## src/rtl/bus_if.sv

```systemverilog
// Write-channel slave endpoint: accepts AW and W beats in either order, commits to a register bank, returns B.
// Latency: bvalid is asserted the cycle after the later of the AW/W handshakes; rd_data is combinational.
// Backpressure: awready/wready drop once their beat is held and stay low while a B response is outstanding.
//
// Ports:
//   clk, rst_n                    clock, asynchronous active-low reset
//   awaddr/awvalid/awready        write address channel
//   wdata/wstrb/wvalid/wready     write data channel with byte-lane strobes
//   bresp/bvalid/bready           write response channel (0=OKAY, 2=SLVERR)
//   rd_idx/rd_data                sideband combinational register read
module bus_if #(
  parameter int                ADDR_W    = 32,
  parameter int                DATA_W    = 32,
  parameter logic [ADDR_W-1:0] BASE_ADDR = 'h0000_1000,
  parameter int                DEPTH     = 16,
  localparam int               STRB_W    = DATA_W / 8,
  localparam int               IDX_W     = $clog2(DEPTH)
) (
  input  logic              clk,
  input  logic              rst_n,
  input  logic [ADDR_W-1:0] awaddr,
  input  logic              awvalid,
  output logic              awready,
  input  logic [DATA_W-1:0] wdata,
  input  logic [STRB_W-1:0] wstrb,
  input  logic              wvalid,
  output logic              wready,
  output logic [1:0]        bresp,
  output logic              bvalid,
  input  logic              bready,
  input  logic [IDX_W-1:0]  rd_idx,
  output logic [DATA_W-1:0] rd_data
);

  localparam logic [1:0] RESP_OKAY   = 2'b00;
  localparam logic [1:0] RESP_SLVERR = 2'b10;

  // Byte span of the register window, in the widened decode width.
  localparam logic [ADDR_W:0] SPAN = (ADDR_W+1)'(4 * DEPTH);

  logic              r_aw_held;
  logic [ADDR_W-1:0] r_awaddr;
  logic              r_w_held;
  logic [DATA_W-1:0] r_wdata;
  logic [STRB_W-1:0] r_wstrb;
  logic              r_bvalid;
  logic [1:0]        r_bresp;
  logic [DATA_W-1:0] r_regs [DEPTH];

  logic              w_aw_hs;
  logic              w_w_hs;
  logic              w_commit;
  logic [ADDR_W-1:0] w_addr;
  logic [DATA_W-1:0] w_data;
  logic [STRB_W-1:0] w_strb;
  logic [ADDR_W:0]   w_addr_ext;
  logic [ADDR_W:0]   w_base_ext;
  logic [ADDR_W:0]   w_off;
  logic              w_ok;
  logic [IDX_W-1:0]  w_idx;

  assign awready = !r_aw_held && !r_bvalid;
  assign wready  = !r_w_held  && !r_bvalid;
  assign bvalid  = r_bvalid;
  assign bresp   = r_bresp;
  assign rd_data = r_regs[rd_idx];

  assign w_aw_hs  = awvalid && awready;
  assign w_w_hs   = wvalid  && wready;
  assign w_commit = (r_aw_held || w_aw_hs) && (r_w_held || w_w_hs);

  // A beat completing on this edge has not been latched yet, so take it from the bus.
  assign w_addr = r_aw_held ? r_awaddr : awaddr;
  assign w_data = r_w_held  ? r_wdata  : wdata;
  assign w_strb = r_w_held  ? r_wstrb  : wstrb;

  // One extra bit keeps addresses below the base from wrapping into the window.
  assign w_addr_ext = {1'b0, w_addr};
  assign w_base_ext = {1'b0, BASE_ADDR};
  assign w_off      = w_addr_ext - w_base_ext;
  assign w_ok       = (w_addr_ext >= w_base_ext) && (w_off < SPAN) && (w_addr[1:0] == 2'b00);
  assign w_idx      = w_off[IDX_W+1:2];

  always_ff @(posedge clk or negedge rst_n) begin
    if (!rst_n) begin
      r_aw_held <= 1'b0;
      r_awaddr  <= '0;
      r_w_held  <= 1'b0;
      r_wdata   <= '0;
      r_wstrb   <= '0;
      r_bvalid  <= 1'b0;
      r_bresp   <= RESP_OKAY;
      for (int i = 0; i < DEPTH; i++) begin
        r_regs[i] <= '0;
      end
    end else begin
      if (w_aw_hs) begin
        r_aw_held <= 1'b1;
        r_awaddr  <= awaddr;
      end
      if (w_w_hs) begin
        r_w_held <= 1'b1;
        r_wdata  <= wdata;
        r_wstrb  <= wstrb;
      end
      if (w_commit) begin
        // Commit overrides the held-flag sets above when a beat completes this edge.
        r_aw_held <= 1'b0;
        r_w_held  <= 1'b0;
        r_bvalid  <= 1'b1;
        r_bresp   <= w_ok ? RESP_OKAY : RESP_SLVERR;
        if (w_ok) begin
          for (int i = 0; i < STRB_W; i++) begin
            if (w_strb[i]) begin
              r_regs[w_idx][8*i +: 8] <= w_data[8*i +: 8];
            end
          end
        end
      end else if (r_bvalid && bready) begin
        r_bvalid <= 1'b0;
      end
    end
  end

endmodule

```

## config.mk

```make
export PLATFORM = sky130hd
export DESIGN_NAME = bus_if
export DESIGN_NICKNAME = d
export VERILOG_FILES = /design/src/rtl/bus_if.sv
export SDC_FILE = /design/constraint.sdc
export NUM_CORES = 1
export LEC_CHECK = 0
export CORE_UTILIZATION = 60
export CTS_CLUSTER_DIAMETER = 40
export DETAILED_ROUTE_END_ITERATION = 6
export GPL_TIMING_DRIVEN = 0
export PLACE_DENSITY = 0.82
export SYNTH_ARGS = -nofsm -noshare
export SYNTH_HDL_FRONTEND = slang
export SYNTH_SLANG_ARGS = --single-unit
```

## constraint.sdc

```tcl
create_clock -name clk -period 6.8 [get_ports clk]
set_input_delay 0.68 -clock clk [delete_from_list [all_inputs] [get_ports clk]]
set_output_delay 0.68 -clock clk [all_outputs]
set_load 0.05 [all_outputs]
```

# == After elaboration in Yosys (flattened, before gate mapping) ==
# Cells that the tools add are included.
# totals
register_bits,585
inputBits,77
out_inout_bits,37
wordCells,85
# classes
n_addsub,1
n_lt_le_gt_ge,5
mux,35
n_bitwise,2
n_reduce_logical,19
# op_table
op,n
512-bit 2-to-1 mux,10
512-bit bitwise mux,4
32-bit demux with 4-bit select,4
32-bit 2-to-1 mux,5
32-bit binary-select mux with 4-bit select,1
33-bit by 7-bit < comparator with 1-bit output (second input constant),1
32-bit by 13-bit subtractor with 33-bit output (second input constant),1
32-bit by 13-bit >= comparator with 1-bit output (second input constant),1
24-bit 2-to-1 mux,1
16-bit 2-to-1 mux,1
5-bit >= comparator (second input constant),2
4-bit inverter with 5-bit output,2
1-bit logical AND,9
8-bit 2-to-1 mux,1
1-bit 2-to-1 mux,6
2-bit nonzero test,3
5-bit by 1-bit < comparator with 1-bit output (second input constant),1
4-bit 2-to-1 mux,1
1-bit logical NOT,3
2-bit logical NOT,1
1-bit logical OR,2
2-bit 2-to-1 mux,1
2-bit AND reduction,1

# == Longest topological paths before layout ==
# depth
depth_word,21
mapped_depth,15

# == Least setup slack after synthesis ==
# Ideal clock, no wire load.
# synth_timing
path_type,register to register
startpoint,register r_aw_held
endpoint,register r_regs[100] (netlist bit)
arrival_time_ps,4220
slack_ps,2455
path_stages_with_launch,16
n_path_buf,7
synth_period_minus_slack_ps,4345
cell_sequence,dfrtp_1 buf_6 buf_6 buf_4 buf_2 buf_1 mux2i_1 ha_1 or4b_2 and2_1 o22ai_1 a32oi_1 buf_4 buf_2 a2111oi_4 mux2_4
# synth_via
elab_chain_len,21
elab_cells_between_ends,36
# synth_lines
item,line_no,source
from (decl),41,logic r_aw_held;
from (signal assigned),86,r_aw_held <= 1'b0;
from (signal assigned),98,r_aw_held <= 1'b1;
from (signal assigned),108,r_aw_held <= 1'b0;
32-bit 2-to-1 mux,73,assign w_addr = r_aw_held ? r_awaddr : awaddr;
32-bit by 13-bit subtractor with 33-bit output,80,assign w_off = w_addr_ext - w_base_ext;
4-bit inverter with 5-bit output (implied by the code),115,r_regs[w_idx][8*i +: 8] <= w_data[8*i +: 8];
5-bit >= comparator (implied by the code) / 5-bit by 1-bit < comparator with 1-bit output (equally long branches),115,
1-bit logical AND (implied by the code),115,
8-bit 2-to-1 mux (implied by the code),115,
32-bit demux with 4-bit select,115,
512-bit bitwise mux,115,
[5 not listed],--,
512-bit 2-to-1 mux,112,if (w_ok) begin
512-bit 2-to-1 mux,106,if (w_commit) begin
512-bit bitwise mux,115,
512-bit 2-to-1 mux,114,if (w_strb[i]) begin
512-bit 2-to-1 mux,112,
512-bit 2-to-1 mux,106,
512-bit bitwise mux,115,
512-bit 2-to-1 mux,114,
"to (signal, indexed assignment)",115,
to (decl),48,logic [DATA_W-1:0] r_regs [DEPTH];
# Several ways; a longest one is shown, not always the timed one. The select of a mux whose other input is x is not followed.
# A chain may end at the register's enable or synchronous reset.

# == Worst setup path after layout ==
# layout_timing
startpoint,register r_aw_held
endpoint,register r_regs[254] (netlist bit)
# layout_via
elab_chain_len,18
elab_cells_between_ends,36
# layout_lines
item,line_no
32-bit 2-to-1 mux,73
32-bit by 13-bit subtractor with 33-bit output,80
4-bit inverter with 5-bit output (implied by the code),115
32-bit demux with 4-bit select,115
512-bit bitwise mux,115
512-bit 2-to-1 mux,114
512-bit 2-to-1 mux,112
512-bit 2-to-1 mux,106
[2 not listed],--
512-bit 2-to-1 mux,112
512-bit 2-to-1 mux,106
512-bit bitwise mux,115
512-bit 2-to-1 mux,114
512-bit 2-to-1 mux,112
512-bit 2-to-1 mux,106
512-bit bitwise mux,115
512-bit 2-to-1 mux,114
# Several ways; a longest one is shown, not always the timed one. The select of a mux whose other input is x is not followed.

==> impl_metrics.tcl <==
set metrics [dict create \
    synth_most_common_cell "dfrtp_1" \
    worst_r2r_endpoint "r_regs[254]$_DFFE_PN0P_" \
    required_ps 7290 \
    clkTransAtPathRegs_ps 50 \
    crit_slowest_cell "a2111oi_4" \
    die_w_um 223 \
    synth.distinct_cells 58 \
    netlist.area_leader.share 0.499 \
    cts.path.max_buffers 3 \
    yosys.area.top_type "dfrtp_1" \
    antenna_left 0 \
    yosysSeqAreaShare 0.499 \
    nNetsFinal 2104 \
    row_count 80 \
    dr.pass1.iters 5 \
    setup_tns_ps 0 \
    synth_commonest_cells "584 x dfrtp_1, 573 x mux2_2, 160 x mux4_2, 83 x clkbuf_1, 80 x nor2_1" \
    criticalPathCategory "reg -> reg" \
    r2r_cells 15 \
    ys_ff_latch 584 \
    clock-sinks 584 \
    synth_edf_count 0 \
    drv_cap 0 \
    die_y_um 223 \
    fin_cells 2710 \
    async_reset_ff_frac 1.00 \
    drc 0 \
    cts_tree "built" \
    fin_ws_ps 1200 \
    gp_congestion 0.924 \
    min_path_type "in -> async" \
    hold_ws_ps 137 \
    clock_skew_ps 18.1 \
    vias 17742 \
    wl_per_cell_um 26.7 \
    gr-usage-all-layers 0.305 \
    cts-root-buf "clkbuf_16" \
    cts_setup_buffers 0 \
    core-area_sq_mm 0.0479 \
    drive_above_1_share 0.494 \
    grt_pass1_wl_um 115000 \
    crit_top_cell "buf_2" \
    endpoint "r_regs[254]$_DFFE_PN0P_" \
    ioPinCount 114 \
    synth_nets 1909 \
    cp_num_buf_inv 7 \
    wl_um 72500 \
    r2r_start "r_aw_held$_DFFE_PN0P_" \
    p_per_area_mw_per_mm2 301 \
    slowest_delay_ps 1070 \
    syn_inst 1831 \
    synth_area_sq_mm 0.0293 \
    tightest_slew_ps 1300 \
    overflow 0 \
    htreeDepth 3 \
    area_growth_pct 16.7 \
    peakVddDrop_mv 0.214 \
    cts_hold_buf 0 \
    crit_chain "buf_6 > buf_6 > buf_4 > buf_2 > buf_1 > mux2i_1 > ha_1 > or4b_2 > and2_1 > nor2_1 > nand4_1 > buf_2 > buf_2 > a2111oi_4 > mux2_2" \
    place_area_sq_mm 0.0313 \
    cts_resized 0 \
    antenna_found_initial 5 \
    die-area_sq_mm 0.0497 \
    vias_per_cell 6.55 \
    status "completed" \
    fmax_mhz 179 \
    dp_cells 2559 \
    crit_arrival_ps 6080 \
    hold_violations 0 \
    start_kind "flip-flop" \
    numPortBuffers 109 \
    fin_area_sq_mm 0.0342 \
    path_depth 15 \
    worst-path-max-fanout 10 \
    maxSlewHeadroom 0.133 \
    final-setup-viol-count 0 \
    drt_iter0_drc 1369 \
    period_minus_slack_ps 5600 \
    power.leakage_uw 0.0148 \
    avgSynthCellArea_sq_um 16.0 \
    end_kind "flip-flop" \
    yosys_warnings 0 \
    pre_cts_slack_ps 1240 \
    yosys-top-cells-area "dfrtp_1 50%, mux2_2 22%, mux4_2 12%" \
    post-route-period-util 0.823 \
    startpoint "r_aw_held$_DFFE_PN0P_" \
    slew_viol_final 0 \
    first_global_vias 19202 \
    cp_top_family "buffers and inverters" \
    cts_inserted_buffers 80 \
    dp_hpwl_um 48800 \
    clock_latency_ps 620 \
    start_util 0.611 \
    rsz0062_at_grt "no" \
    r2r_setup_slack_ps 1200 \
    synthFlopType "dfrtp_1" \
    grt_max_degree 132 \
]
-- per-stage QoR --
step,total power (uW),utilization
5_1_grt,10700,0.713
2_1_floorplan,5250,-
4_1_cts,10300,0.713
6_report,10300,0.713
3_5_place_dp,5850,0.652
3_3_place_gp,5770,0.650
-- report_power, final --
part,total (uW),internal (uW),switching (uW)
logic,1980,669,1310
registers,3840,3690,149
clock network,4480,2860,1630
-- sequential cells by signal (all words and copies together) (netlist names) --
signal / count
r_regs: 512
r_awaddr: 32
bvalid: 1
r_wdata: 32
r_w_held: 1
r_wstrb: 4
r_aw_held: 1
bresp: 1
-- worst reg2reg max path: cells and delay by family (launching register included) --
kind                       cells  cell delay (ps)
muxes                          2              710
and+or+nand+nor                4             1150
AOI/OAI and AO/OA              1             1080
DFF                            1              410
adders and majority gates      1              220
buffers and inverters          7             1920
-- worst min-delay path by stage --
| stage | from | end | slack (ps) | cells past startpoint |
|---|---|---|---|---|
| finish | rst_n | r_regs[69]$_DFFE_PN0P_ | 140 | 1 |
| floorplan | rst_n | bresp[1]$_DFFE_PN0P_ | 380 | 0 |
| CTS | rst_n | r_regs[452]$_DFFE_PN0P_ | 150 | 1 |
| global placement | r_regs[471]$_DFFE_PN0P_ | r_regs[471]$_DFFE_PN0P_ | 460 | 1 |
| global route | rst_n | r_regs[37]$_DFFE_PN0P_ | 200 | 1 |
| detailed placement | r_regs[471]$_DFFE_PN0P_ | r_regs[471]$_DFFE_PN0P_ | 480 | 1 |
-- cell families (layout without fill, tap and decap cells) --
logic type / Yosys count / in the layout / share of synthesized area
multiplexers: 787 / 787 / 0.369
flip-flops: 584 / 584 / 0.499
AND/OR/NAND/NOR: 206 / 206 / 0.0391
buffers and inverters: 142 / 402 / 0.0215
AO/OA/AOI/OAI: 106 / 106 / 0.0704
XOR/XNOR: 4 / 4 / 0.00120
adder cells (fa/ha/maj): 1 / 1 / 0.000427
other: 1 / 5 / 0.000128
-- final cells by class --
| cell class | instances | area, sq um |
|---|---|---|
| inverter | 2 | 7.51 |
| clock inverter | 50 | 654 |
| fill | 2935 | 13700 |
| tap | 615 | 769 |
| antenna | 4 | 10.0 |
| sequential | 584 | 14600 |
| multi-input combinational | 1105 | 14100 |
| timing repair buffer | 113 | 1210 |
| buffer | 140 | 623 |
| clock buffer | 97 | 2260 |
-- routing by layer --
metal,up-vias,routed length (um),track usage
met3,162,4030,0.0589
met4,2,2560,0.113
li1,7513,-,-
met5,-,12,0
met2,551,36000,0.497
met1,9514,29900,0.409
-- layout by cell type (no fill, tap or decap), types with 21 or more instances in the layout --
cell type / Yosys / routed
clkbuf_16: 0 / 85
a2111oi_4: 64 / 64
mux2_4: 40 / 40
dfrtp_1: 584 / 584
nor2_1: 80 / 80
clkdlybuf4s50_1: 0 / 108
nand4_1: 67 / 67
buf_2: 27 / 27
mux4_2: 160 / 160
mux2_2: 573 / 573
o22ai_1: 21 / 21
clkbuf_1: 83 / 86
Note: power is estimated with default switching activity, not from simulation.
==> variant: new RTL, config.mk and constraints unchanged <==
Set the parameter `DATA_W` to 16 (it was 32).
--- a/src/rtl/bus_if.sv
+++ b/src/rtl/bus_if.sv
@@ -12,3 +12,3 @@
   parameter int                ADDR_W    = 32,
-  parameter int                DATA_W    = 32,
+  parameter int                DATA_W    = 16,
   parameter logic [ADDR_W-1:0] BASE_ADDR = 'h0000_1000,
Interface: changed (resized rd_data, wdata and wstrb); port bits go from 114 to 80. No check against the original RTL was run, so the function may have changed too.
==> variant against the unedited design <==
  * Global-route usage fell by 1.7 points
  * Sequential cell count fell by 274
  * Wire length fell by 53%
  * Power fell by 49%
  * Combinational power fell by 49%
  * Area after synthesis fell by 50%
  * Worst hold slack improved by 0.034 ns
  * Worst setup slack improved by 0.77 ns
  * Sequential power fell by 45%
  * Utilization rose by 1.4 points
  * Sequential share of layout area rose by 2.2 points
  * Cell area fell by 50%
  * First-iteration DRC count fell by 43%
  * Critical endpoint is now r_regs[154]
  * Largest power group unchanged
==> variant: results (changes against the unedited design) <==
* Inverters, non-clock at 6 (+4)
* Layout cells sized above 1 at 47.1% (-2.2 points)
* Mean Syn Cell Area at 15.8 µm² (-0.97%)
* Wl on met1 at 14.7 mm (-51%)
* Yosys reg bits at 310 (-47%)
* Syn Nets at 987 (-48%)
* First-pass GRT wire length at 52.9 mm (-54%)
* Multi-input combinational cell area at 6630 µm² (-53%)
* Tot GR Track Use at 28.7% (-1.7 points)
* H-tree depth at 2 (-1)
* Later-pin clock latency in the skew report at 0.52 ns (-0.10 ns)
* Ant diodes at 0 (-4)
* Worst-margin pin slew at 1.29 ns (-0.0132 ns)
* Met2 usage in global routing at 46.1% (-3.6 points)
* Multi-input gates at 549 (-50%)
* Vias in the first global route at 9240 (-52%)
* Num CTS Buffers at 38 (-53%)
* CLK BUF at 44 (-55%)
* Fill cells at 1423 (-52%)
* Int Pwr at 3.74 mW (-48%)
* Met3 routed wirelength at 2.24 mm (-44%)
* Final clock-cell share at 7.96% (-0.56 points)
* Routed length per placed instance at 24.7 µm (-7.8%)
* Met1 Use GR at 40.0% (-0.85 points)
* NonClk Buf Share at 6.26% (+0.91 points)
* Non-CTS buffers at 138 (-45%)
* Nets at 1103 (-48%)
* Sequential share of power at 40.1% (+2.8 points)
* Via density at 6.42 (-1.9%)
* DR iter-0 viols at 777 (-43%)
* Status: completed
* Regs by FF count: r_regs x256, r_awaddr x32, r_wdata x16
==> variant: changes by cell type after synthesis, moves of 52 or more <==
cell | before | now
a2111oi_4 | 64 | 0
mux2_2 | 573 | 308
nand4_1 | 67 | 0
mux4_2 | 160 | 80
clkbuf_1 | 83 | 31
dfrtp_1 | 584 | 310
nor2_1 | 80 | 14
==> variant: cells by family (layout without fill, tap and decap cells) <==
family                   count (synthesis)  count (layout)  share of synthesized area [%]
flip-flops                             310             310                           52.8
XOR/XNOR                                 3               3                          0.179
adder cells (fa/ha/maj)                  1               1                         0.0851
multiplexers                           415             415                           37.8
AO/OA/AOI/OAI                           28              28                           1.32
other                                    1               1                         0.0255
AND/OR/NAND/NOR                        101             101                           5.70
buffers and inverters                   68             213                           2.06
==> variant: critical path, stage by stage, from the launching register on <==
cell	delay [ns]
dfrtp_1	0.45
buf_2	0.23
buf_2	0.25
buf_4	0.23
buf_2	0.28
buf_2	0.30
mux2i_1	0.23
ha_1	0.27
o221ai_1	0.21
nor4_1	0.39
xnor2_1	0.16
nor4_4	0.51
buf_4	0.29
buf_12	0.19
nand4_4	0.26
mux2_1	0.43
==> variant: worst paths after layout <==
kind	from	to	slack, ns	cells after the start
max	r_aw_held	r_regs[154]	1.97	15
min	rst_n	r_awaddr[7]	0.17	1
max reg2reg	r_aw_held	r_regs[154]	1.97	15
min reg2reg	r_regs[91]	r_regs[91]	0.49	1
max in group asynchronous	rst_n	r_regs[36]	5.63	2
min in group clk	r_regs[91]	r_regs[91]	0.49	1
==> variant: through the flow <==
step	setup slack [ns]	cell area, µm²	TNS [ns]
detailed placement	2.06	15900	0
floorplan	2.99	14700	0
global route	1.73	17300	0
finish	1.97	17300	0
CTS	2.05	17300	0
global placement	-8.21	15800	-2536.83
